[src/rtl/arm_regfile_mp_if.sv]
// rtl/arm_regfile_mp_if.sv - read/write/scoreboard bus of the multi-port ARM register file
interface arm_regfile_mp_if #(
    parameter int WIDTH = 32,
    parameter int NREGS = 16,
    parameter int AW    = 4,
    parameter int NRD   = 3
);
    logic [NRD*AW-1:0]    ra;
    logic [NRD*WIDTH-1:0] rd;
    logic [NRD-1:0]       rvalid;
    logic [WIDTH-1:0]     pc_in;
    logic                 we3;
    logic [AW-1:0]        wa3;
    logic [WIDTH-1:0]     wd3;
    logic                 we4;
    logic [AW-1:0]        wa4;
    logic [WIDTH-1:0]     wd4;
    logic                 alloc_en;
    logic [AW-1:0]        alloc_addr;
    logic [NREGS-1:0]     busy;

    modport master (
        output ra, pc_in, we3, wa3, wd3, we4, wa4, wd4, alloc_en, alloc_addr,
        input  rd, rvalid, busy
    );

    modport slave (
        input  ra, pc_in, we3, wa3, wd3, we4, wa4, wd4, alloc_en, alloc_addr,
        output rd, rvalid, busy
    );
endinterface

[src/rtl/arm_regfile_mp.sv]
// rtl/arm_regfile_mp.sv - multi-port register file with PC substitution, bypass and busy scoreboard
module arm_regfile_mp #(
    parameter int WIDTH  = 32,
    parameter int NREGS  = 16,
    parameter int AW     = 4,
    parameter int NRD    = 3,
    parameter int BYPASS = 1,
    parameter int PCOFF  = 8
) (
    input logic               clk,
    input logic               reset,
    arm_regfile_mp_if.slave   bus
);
    localparam logic [AW-1:0] PCA = AW'(NREGS - 1);

    // Only NREGS-1 entries are stored: the top index is the PC.
    logic [WIDTH-1:0]     regs [NREGS-1];
    logic [NREGS-1:0]     busy_q;
    logic [NREGS-1:0]     clr;
    logic [NREGS-1:0]     set;
    logic                 wr3;
    logic                 wr4;
    logic [NRD*WIDTH-1:0] rd_v;
    logic [NRD-1:0]       rv_v;
    logic [AW-1:0]        a;

    assign wr3 = bus.we3 && (bus.wa3 < PCA);
    assign wr4 = bus.we4 && (bus.wa4 < PCA);

    always_comb begin
        clr = '0;
        set = '0;
        if (wr3) clr[bus.wa3] = 1'b1;
        if (wr4) clr[bus.wa4] = 1'b1;
        if (bus.alloc_en && (bus.alloc_addr < PCA)) set[bus.alloc_addr] = 1'b1;
    end

    always_ff @(posedge clk or negedge reset) begin
        if (!reset) begin
            for (int i = 0; i < NREGS - 1; i++) regs[i] <= '0;
            busy_q <= '0;
        end else begin
            // Port 3 is assigned last so it wins a same-address collision.
            if (wr4) regs[bus.wa4] <= bus.wd4;
            if (wr3) regs[bus.wa3] <= bus.wd3;
            // A fresh allocation beats the clear from a retiring producer.
            busy_q <= (busy_q & ~clr) | set;
        end
    end

    always_comb begin
        rd_v = '0;
        rv_v = '1;
        a    = '0;
        for (int i = 0; i < NRD; i++) begin
            a = bus.ra[i*AW +: AW];
            if (a == PCA) begin
                rd_v[i*WIDTH +: WIDTH] = bus.pc_in + WIDTH'(PCOFF);
            end else if (a < PCA) begin
                rd_v[i*WIDTH +: WIDTH] = regs[a];
                rv_v[i]                = ~busy_q[a];
                if ((BYPASS != 0) && reset) begin
                    if (wr4 && (bus.wa4 == a)) begin
                        rd_v[i*WIDTH +: WIDTH] = bus.wd4;
                        rv_v[i]                = 1'b1;
                    end
                    if (wr3 && (bus.wa3 == a)) begin
                        rd_v[i*WIDTH +: WIDTH] = bus.wd3;
                        rv_v[i]                = 1'b1;
                    end
                end
            end
        end
    end

    assign bus.rd     = rd_v;
    assign bus.rvalid = rv_v;
    assign bus.busy   = busy_q;
endmodule

[src/flat_wrapper.sv]
// flat-port wrapper written by rule: the top's interface ports become plain ports
module arm_regfile_mp_flat 
#(
    parameter int WIDTH  = 32,
    parameter int NREGS  = 16,
    parameter int AW     = 4,
    parameter int NRD    = 3,
    parameter int BYPASS = 1,
    parameter int PCOFF  = 8
)
  (clk, reset, bus_ra, bus_pc_in, bus_we3, bus_wa3, bus_wd3, bus_we4, bus_wa4, bus_wd4, bus_alloc_en, bus_alloc_addr, bus_rd, bus_rvalid, bus_busy);
  arm_regfile_mp_if #(.WIDTH(WIDTH), .NREGS(NREGS), .AW(AW), .NRD(NRD)) bus_i ();
  input logic clk;
  input logic reset;
  input wire logic [$bits(bus_i.ra)-1:0] bus_ra;
  input wire logic [$bits(bus_i.pc_in)-1:0] bus_pc_in;
  input wire logic [$bits(bus_i.we3)-1:0] bus_we3;
  input wire logic [$bits(bus_i.wa3)-1:0] bus_wa3;
  input wire logic [$bits(bus_i.wd3)-1:0] bus_wd3;
  input wire logic [$bits(bus_i.we4)-1:0] bus_we4;
  input wire logic [$bits(bus_i.wa4)-1:0] bus_wa4;
  input wire logic [$bits(bus_i.wd4)-1:0] bus_wd4;
  input wire logic [$bits(bus_i.alloc_en)-1:0] bus_alloc_en;
  input wire logic [$bits(bus_i.alloc_addr)-1:0] bus_alloc_addr;
  output wire logic [$bits(bus_i.rd)-1:0] bus_rd;
  output wire logic [$bits(bus_i.rvalid)-1:0] bus_rvalid;
  output wire logic [$bits(bus_i.busy)-1:0] bus_busy;
  assign bus_i.ra = bus_ra;
  assign bus_i.pc_in = bus_pc_in;
  assign bus_i.we3 = bus_we3;
  assign bus_i.wa3 = bus_wa3;
  assign bus_i.wd3 = bus_wd3;
  assign bus_i.we4 = bus_we4;
  assign bus_i.wa4 = bus_wa4;
  assign bus_i.wd4 = bus_wd4;
  assign bus_i.alloc_en = bus_alloc_en;
  assign bus_i.alloc_addr = bus_alloc_addr;
  assign bus_rd = bus_i.rd;
  assign bus_rvalid = bus_i.rvalid;
  assign bus_busy = bus_i.busy;
  arm_regfile_mp #(.WIDTH(WIDTH), .NREGS(NREGS), .AW(AW), .NRD(NRD), .BYPASS(BYPASS), .PCOFF(PCOFF)) u_core (.clk(clk), .reset(reset), .bus(bus_i));
endmodule
[config.mk]
export PLATFORM = sky130hd
export DESIGN_NAME = arm_regfile_mp_flat
export DESIGN_NICKNAME = d
export VERILOG_FILES = /design/src/rtl/arm_regfile_mp_if.sv /design/src/rtl/arm_regfile_mp.sv /design/src/flat_wrapper.sv
export SDC_FILE = /design/constraint.sdc
export NUM_CORES = 2
export LEC_CHECK = 0
export CAP_MARGIN = 30
export CORE_UTILIZATION = 60
export CTS_CLUSTER_DIAMETER = 50
export CTS_CLUSTER_SIZE = 40
export DETAILED_ROUTE_END_ITERATION = 12
export DONT_BUFFER_PORTS = 1
export PLACE_DENSITY_LB_ADDON = 0.2
export SETUP_SLACK_MARGIN = 0.2
export SLEW_MARGIN = 20
export SYNTH_ARGS = -nofsm -noshare
export SYNTH_HDL_FRONTEND = slang
export SYNTH_SLANG_ARGS = --single-unit
[constraint.sdc]
create_clock -name clk -period 3 [get_ports clk]
set_input_delay 0.3 -clock clk [delete_from_list [all_inputs] [get_ports clk]]
set_output_delay 0.3 -clock clk [all_outputs]
set_load 0.005 [all_outputs]
==> results.json <==
{
  "synth_commonest_cells": "680 x mux2i_1, 496 x dfrtp_1, 392 x nor2_1",
  "timing.rr.start": "u_core.regs[222]",
  "intPower_mw": 18.05,
  "power.density_nw_per_um2": 640.7,
  "die-area_sq_um": 64710,
  "setup_viol": 99,
  "io_pins": 240,
  "vias_per_cell": 7.714,
  "timing.hold.ws_ns": -0.6327,
  "rows": 92,
  "r2r_end": "u_core.regs[222]",
  "drcViolationCount": 0,
  "fmax_ghz": 0.2302,
  "slew_headroom": -1.187,
  "dpl_cell_area_sq_um": 38880,
  "syn_area_sq_um": 38220,
  "fin_nets": 3926,
  "fp.coreArea_sq_um": 62970,
  "synth_edf_count": 0,
  "grt_use_total": 0.5048,
  "grt_pass1_vias": 35210,
  "clkPwrFrac": 0.338,
  "fillers": 4833,
  "synth.yosys.seq_area_share": 0.3247,
  "hold_violations": 316,
  "dieWidth_um": 254.4,
  "die_height_um": 254.4,
  "cts_tree": "yes",
  "design_area_sq_um": 42670,
  "clk_pin_slew_ns": 0.05,
  "htreeDepth": 3,
  "synth.top_cells.by_area": "dfrtp_1 32%, mux2i_1 18%, mux4_2 16%",
  "endpoint_kind": "output port",
  "yosysWarnings": 0,
  "drt-initial-drc-count": 6715,
  "gp_congestion": 0.9969,
  "wire_per_inst_um": 34.86,
  "drv_slew": 449,
  "dp_hpwl_um": 94840,
  "cp-start-kind": "primary input",
  "syn_avg_cell_area_sq_um": 9.778,
  "synthCells": 3909,
  "synthArstFlopShare": 1.000,
  "cp_max_fo": 500,
  "yosysTopAreaCellShare": 0.3247,
  "yosys.area.top_type": "dfrtp_1",
  "synthesis.nets": 4035,
  "pre_cts_slack_ns": 0.2306,
  "grt_overflow": 0,
  "clk_latency_ns": 0.64,
  "worstHoldPathType": "in2async",
  "syn_to_final_growth_pct": 11.64,
  "grt_pass1_wl_um": 236500,
  "final.setup.worst_slack_ns": -1.343,
  "outcome": "complete, but fails checks",
  "antenna_found_initial": 6,
  "p_sw_mw": 9.292,
  "start_util": 0.6070,
  "switching_share": 0.3399,
  "io_buffers": 0,
  "holdBufCountCts": 101,
  "cp.required_ns": 2.70,
  "p_comb_frac": 0.288,
  "ys_ff_latch": 496,
  "final_antenna_net_count": 0,
  "cp.arrival_ns": 4.04,
  "grt_start_max_net_pins": 501,
  "detail_route.wirelength_um": 164400,
  "vias": 36370,
  "rsz0062_at_grt": "yes",
  "yosysMostFrequentCell": "mux2i_1",
  "fin_skew_ns": 0,
  "clock_path_buffers": 3,
  "first_pass_iters": 8,
  "synth_cell_types": 63,
  "drive_gt1_frac": 0.1797,
  "period_needed_ns": 4.343,
  "leakage_nw": 17.49,
  "r2r_slack_ns": 1.54,
  "ir_drop_uv": 502.7,
  "worst_pin_slew_ns": 3.281,
  "maxCapViolations": 0,
  "pwr-share-seq": 0.374,
  "reg2reg_depth": 4,
  "ctsRootBufferMaster": "clkbuf_16",
  "ys.flop_type": "dfrtp_1",
  "crit_type": "in2out",
  "violations": "hold timing, slew limit, setup timing",
  "clock-sinks": 496,
  "fin_crit_sh": 1.448,
  "cts_buffers": 74
}
-- worst max-delay path: stages --
cell	delay [ns]
nand3_1	1.03
a2bb2o_1	0.38
nor2_2	0.49
buf_4	0.30
and3_1	0.19
a221oi_2	0.08
buf_4	0.17
-- what timing repair did --
item,4_1_cts,5_1_grt
endpoints found under the setup margin,6,19
pin swaps,4,5
resized for setup,8,18
hold endpoints to repair,991,496
buffers inserted,7,2
-- per-layer routing --
metal	GRT usage	wire length, um	vias to the layer above
met5	0.003008	38	-
met4	0.3663	14930	6
met3	0.2280	27490	1020
met2	0.6898	66560	3540
met1	0.6287	55350	17440
li1	-	-	14360
-- worst max path at each step --
stage,start,to,slack [ns],depth (start not counted)
2_1_floorplan,bus_wa3[3],bus_rd[33],0.75,7
3_3_place_gp,bus_pc_in[5],bus_rd[19],0.24,6
3_5_place_dp,bus_ra[4],bus_rd[52],0.23,8
4_1_cts,u_core.regs[222],bus_rd[94],0.18,6
5_1_grt,u_core.regs[119],bus_rd[87],0.12,5
6_report,reset,bus_rd[68],-1.34,7
-- cell families after synthesis --
kind of cell | count (synthesis) | share of synthesized area
AOI/OAI and AO/OA | 997 | 0.1561
muxes | 994 | 0.3513
and+or+nand+nor | 858 | 0.09566
buffers and inverters | 512 | 0.06017
DFF | 496 | 0.3247
xor gates and xnor gates | 51 | 0.01169
adders and majority gates | 1 | 0.0003273
-- cell usage in the layout (no fill, tap or decap), drive strengths merged, types with 52 or more instances in the layout --
cell type	count
mux2i	680
dfrtp	496
nor2	392
a21oi	378
nand2	300
o21ai	293
mux4	274
buf	196
dlygate4sd3	101
clkbuf	86
o221ai	63
o22ai	60
inv	52
-- power groups by stage --
stage               Combinational (mW)  Sequential, mW  Clock (mW)
finish                            7.87            10.2        9.25
detailed placement                7.05            10.2           0
global placement                  6.83            9.95           0
CTS                               7.56            10.1        9.19
floorplan                         5.78            9.62           0
global route                      8.28            10.4        9.46
-- stage by stage --
step           hold slack, ns    util  power [mW]  std cells  TNS, ns
2_1_floorplan        0.004409       -       15.40       3909        0
3_3_place_gp          0.02898  0.6174       16.78       4460        0
3_5_place_dp          0.02896  0.6174       17.24       4460        0
4_1_cts               -0.6332  0.6757       26.84       4706        0
5_1_grt               -0.6321  0.6775       28.12       4709        0
6_report              -0.6327  0.6777       27.34       4715   -98.22
-- layout make-up --
type | instances | area, sq um | share of cell area
diodes | 7 | 17.52 | 0.0004105
repair buffers | 297 | 2694 | 0.06313
flip-flops and latches | 496 | 12410 | 0.2909
well taps | 846 | 1059 | 0.02481
clock inverters | 52 | 559.3 | 0.01311
clock buffers | 86 | 2009 | 0.04709
multi-input cells | 2901 | 23810 | 0.5579
inverters | 30 | 112.6 | 0.002639
-- flip-flops by register name (all words and copies together) (netlist names) --
| signal | count |
|---|---|
| u_core.bus.busy | 16 |
| u_core.regs | 480 |
Note: power is estimated with default switching activity, not from simulation.
